File: src/rtl/cs_pkg.sv
// Shared sizes, window type and helpers for the cs_approx_avg filter.
// The optional CS_VALID_EN macro is consumed by the top module only.
`timescale 1ns/1ps
package cs_pkg;
    localparam int IN_W  = 8;
    localparam int OUT_W = 10;
    localparam int WIN   = 9;
    localparam int SUM_W = 12;
    localparam int TOT_W = 13;

    // Entry 0 is the newest sample, entry WIN-1 the oldest.
    typedef logic [WIN-1:0][IN_W-1:0] win_t;

    function automatic logic [IN_W-1:0] max2(input logic [IN_W-1:0] a,
                                             input logic [IN_W-1:0] b);
        return (a > b) ? a : b;
    endfunction
endpackage

File: src/rtl/cs_appr_sel.sv
// Picks the largest window sample not exceeding xavg: mask each entry
// that is too large, then reduce the survivors with a max tree.
`timescale 1ns/1ps
module cs_appr_sel
    import cs_pkg::*;
(
    input  logic [WIN-1:0][IN_W-1:0] win,
    input  logic [IN_W-1:0]          xavg,
    output logic [IN_W-1:0]          xappr
);
    logic [IN_W-1:0] masked [WIN];
    logic [IN_W-1:0] lvl1   [4];
    logic [IN_W-1:0] lvl2   [2];
    logic [IN_W-1:0] lvl3;

    // A masked entry becomes 0, which never beats a genuine candidate.
    always_comb begin
        for (int i = 0; i < WIN; i++) begin
            masked[i] = (win[i] <= xavg) ? win[i] : '0;
        end
    end

    assign lvl1[0] = max2(masked[0], masked[1]);
    assign lvl1[1] = max2(masked[2], masked[3]);
    assign lvl1[2] = max2(masked[4], masked[5]);
    assign lvl1[3] = max2(masked[6], masked[7]);
    assign lvl2[0] = max2(lvl1[0], lvl1[1]);
    assign lvl2[1] = max2(lvl1[2], lvl1[3]);
    assign lvl3    = max2(lvl2[0], lvl2[1]);
    assign xappr   = max2(lvl3, masked[8]);
endmodule

File: src/rtl/cs_approx_avg.sv
// Streaming approximate-average filter: Y = floor((S + 9*Xappr)/8) over the
// last 9 samples. Define CS_VALID_EN to add the Y_valid fill indicator.
`timescale 1ns/1ps
module cs_approx_avg
    import cs_pkg::*;
(
    input  logic             clk,
    input  logic             reset,
    input  logic [IN_W-1:0]  X,
    output logic [OUT_W-1:0] Y
`ifdef CS_VALID_EN
    ,
    output logic             Y_valid
`endif
);
    // floor(S/9) == (S*3641) >> 15 exactly for S <= 2295 (3641*9 = 2^15+1).
    localparam logic [23:0] RECIP9 = 24'd3641;

    win_t             win_q;
    win_t             win_d;
    logic [SUM_W-1:0] sum;
    logic [23:0]      prod;
    logic [IN_W-1:0]  xavg;
    logic [IN_W-1:0]  xappr;
    logic [TOT_W-1:0] tot;

    assign win_d = {win_q[WIN-2:0], X};

    always_comb begin
        sum = '0;
        for (int i = 0; i < WIN; i++) begin
            sum = sum + SUM_W'(win_d[i]);
        end
    end

    assign prod = 24'(sum) * RECIP9;
    assign xavg = IN_W'(prod >> 15);

    cs_appr_sel u_sel (
        .win   (win_d),
        .xavg  (xavg),
        .xappr (xappr)
    );

    assign tot = TOT_W'(sum) + (TOT_W'(xappr) << 3) + TOT_W'(xappr);

    always_ff @(posedge clk or posedge reset) begin
        if (reset) begin
            win_q <= '0;
            Y     <= '0;
        end else begin
            win_q <= win_d;
            Y     <= OUT_W'(tot >> 3);
        end
    end

`ifdef CS_VALID_EN
    logic [3:0] fill_cnt;

    // Y_valid rises on the edge that captures the ninth sample (count 8 -> 9).
    always_ff @(posedge clk or posedge reset) begin
        if (reset) begin
            fill_cnt <= '0;
            Y_valid  <= 1'b0;
        end else begin
            if (fill_cnt < 4'(WIN)) fill_cnt <= fill_cnt + 4'd1;
            if (fill_cnt >= 4'(WIN - 1)) Y_valid <= 1'b1;
        end
    end
`endif
endmodule

File: config.mk
export PLATFORM = sky130hd
export DESIGN_NAME = cs_approx_avg
export DESIGN_NICKNAME = d
export VERILOG_FILES = /design/src/rtl/cs_pkg.sv /design/src/rtl/cs_appr_sel.sv /design/src/rtl/cs_approx_avg.sv
export SDC_FILE = /design/constraint.sdc
export NUM_CORES = 1
export LEC_CHECK = 0
export BUFFER_PORTS_ARGS = -buffer_cell sky130_fd_sc_hd__buf_2
export CORE_MARGIN = 4
export CORE_UTILIZATION = 35
export DETAILED_ROUTE_END_ITERATION = 16
export GPL_TIMING_DRIVEN = 1
export PLACE_DENSITY = 0.51
export SLEW_MARGIN = 10
export SYNTH_ARGS = -nofsm -noshare
export SYNTH_HDL_FRONTEND = slang
export SYNTH_HIERARCHICAL = 1
export SYNTH_SLANG_ARGS = --single-unit
File: constraint.sdc
create_clock -name clk -period 54.6 [get_ports clk]
set_clock_uncertainty 0.2 [all_clocks]
set_input_delay 5.46 -clock clk [delete_from_list [all_inputs] [get_ports clk]]
set_output_delay 5.46 -clock clk [all_outputs]
set_load 0.01 [all_outputs]
==> impl_metrics.json <==
{
  "status": "finished clean",
  "drv_cap": 0,
  "critPathTopFamily": "compound AO/OA/AOI/OAI gates",
  "vias_per_cell": 5.084,
  "synth_mux_area_share_pct": 2.622,
  "synth-seq-area-share_pct": 17.02,
  "vias": 8165,
  "post_cts_resized": 0,
  "start_kind": "input port",
  "ys_types": 79,
  "dpl.hpwl_um": 23520,
  "synth_enable_flop_cells": 0,
  "die_w_um": 184.3,
  "grt_max_degree": 75,
  "ys_ff_latch": 74,
  "drc": 0,
  "syn_area_mm2": 0.01088,
  "io_pins": 20,
  "gp_congestion": 0.8644,
  "hold_path_class": "reg -> reg",
  "required_ns": 54.67,
  "final.min_clock_period_ns": 25.85,
  "drive_above_1_share_pct": 7.107,
  "cts_buffers": 9,
  "firstDrtPassIters": 5,
  "grt_usage_pct": 17.53,
  "port_buffers": 19,
  "worstPathMaxFanout": 20,
  "synth.avg_cell_area_um2": 9.190,
  "synth_top_cell_by_area": "ha_1",
  "syn_nets": 1503,
  "cp_num_buf_inv": 11,
  "crit_type": "in -> reg",
  "worst_slew_pin_slew_ns": 1.056,
  "synth-xor-area-share_pct": 3.691,
  "clk_pin_slew_worst_paths_ns": 0.06,
  "cts_buffer_depth": 2,
  "slew_viol_final": 0,
  "diodes": 0,
  "synthAdderAreaFrac_pct": 41.12,
  "yosysWarnings": 6,
  "ctsHoldBuffers": 0,
  "slew_headroom_pct": 29.35,
  "rsz0062_at_grt": "no",
  "wl_per_cell_um": 17.58,
  "period_share_pct": 47.35,
  "drt-total-wl_um": 28240,
  "synth_top_family_by_area": "adder cells",
  "cpMaxStageDelayCell": "o41ai_4",
  "die_y_um": 184.3,
  "synth_simple_gate_area_share_pct": 12.30,
  "nFillCells": 3095,
  "synthArstFlopShare_pct": 100.0,
  "clk_latency_ns": 0.35,
  "rows": 64,
  "cp.arrival_ns": 25.92,
  "final_nets": 1524,
  "synth_area_leaders": "ha_1 26%, dfrtp_1 17%, fa_1 15%, inv_1 7.3%, a21oi_1 3.6%",
  "syn_inst": 1184,
  "ant_nets": 0,
  "syn_to_final_growth_pct": 8.384,
  "cts_root_buffer": "clkbuf_16",
  "cts_setup_buffers": 0,
  "h-tree-depth": 3,
  "max_stage_delay_ns": 1.00,
  "cts_tree": "yes",
  "antenna_found_initial": 0,
  "die-area_mm2": 0.03397,
  "clock.fmax_mhz": 38.68,
  "netlist.area_leader.share_pct": 26.22,
  "core_area_mm2": 0.03059,
  "yosysMostFrequentCell": "ha_1",
  "setup_tns_ns": 0,
  "start_util_pct": 35.57,
  "drtIter0Drc": 424,
  "synth-compound-area-share_pct": 15.33,
  "cts_sinks": 74,
  "ys_top_cells_by_count": "228 x ha_1, 213 x inv_1, 91 x nand2_1, 81 x fa_1, 79 x a21oi_1",
  "setup_viol": 0,
  "overflow": 0,
  "grt_pass1_vias": 8390,
  "grt_pass1_wl_um": 46220,
  "ys.flop_type": "dfrtp_1",
  "hold_violations": 0,
  "cp-end-kind": "flop"
}
area by class of cell:
type | count | area [um^2] | area share (%)
multi-input combinational | 884 | 8168 | 69.26
inverter | 213 | 800.8 | 6.790
clock buffer | 10 | 239.0 | 2.027
clock inverter | 6 | 112.6 | 0.9549
tap | 396 | 495.5 | 4.202
timing repair buffer | 23 | 125.1 | 1.061
sequential | 74 | 1852 | 15.70
worst paths after layout:
check                      slack, ns   endpoint  cells past startpoint  startpoint
setup / recovery               28.75       Y[8]                     78        X[3]
hold / removal                  0.26  win_d[22]                      0   win_d[14]
setup reg to reg               33.48       Y[8]                     77   win_d[27]
hold reg to reg                 0.26  win_d[22]                      0   win_d[14]
max in group asynchronous      48.31       Y[6]                      3       reset
min in group asynchronous       5.23  win_d[34]                      3       reset
stage by stage:
step | utilization (%) | cell area (um^2) | hold WS (ns) | std cells | setup slack, ns
after floorplan | - | 10880 | 0.1924 | 1184 | 31.30
after global placement | 37.40 | 11440 | 0.2304 | 1590 | 28.56
after detailed placement | 37.40 | 11440 | 0.2344 | 1590 | 28.22
after CTS | 38.55 | 11790 | 0.2498 | 1606 | 28.62
after global routing | 38.55 | 11790 | 0.2760 | 1606 | 26.89
final | 38.55 | 11790 | 0.2566 | 1606 | 28.75
flip-flops by register name, indices dropped and copies added (netlist names):
register,count
Y,10
win_d,64
worst register-to-register path, delay by kind of cell (launching register included):
family / cells / cell delay, ns
multiplexers: 2 / 0.78
flip-flops: 1 / 0.43
AO/OA/AOI/OAI: 32 / 8.35
XOR/XNOR: 4 / 0.99
adder cells (fa/ha/maj): 18 / 7.38
AND/OR/NAND/NOR: 11 / 1.84
buffers and inverters: 10 / 1.04
placed cells by master, fill, tap and decap left out, types with 18 or more instances in the layout:
cell type / Yosys / layout
ha_1: 228 / 228
inv_1: 213 / 212
nand2_1: 91 / 91
fa_1: 81 / 81
a21oi_1: 79 / 79
dfrtp_1: 74 / 74
nor2_1: 49 / 49
nand3_1: 39 / 39
a21o_1: 34 / 34
o21ai_0: 30 / 30
xnor2_1: 21 / 21
buf_2: 4 / 19
nor2b_1: 18 / 18
logic make-up (layout without fill, tap and decap cells):
| family | count (synthesis) | count (layout) |
|---|---|---|
| AO/OA/AOI/OAI | 241 | 241 |
| XOR/XNOR | 36 | 36 |
| adder cells (fa/ha/maj) | 309 | 309 |
| buffers and inverters | 226 | 252 |
| flip-flops | 74 | 74 |
| multiplexers | 25 | 25 |
| AND/OR/NAND/NOR | 273 | 273 |
per-layer routing:
metal,GRT usage (%),up-vias,routed length (um)
met2,29.97,95,13540
met1,23.55,3937,13400
met3,1.816,28,585
met4,5.117,0,712
met5,0,-,0
li1,-,4105,-
Power is left out: the tool's default activity adds up to more than one toggle a clock period on the data nets, which glitch-free logic cannot reach.
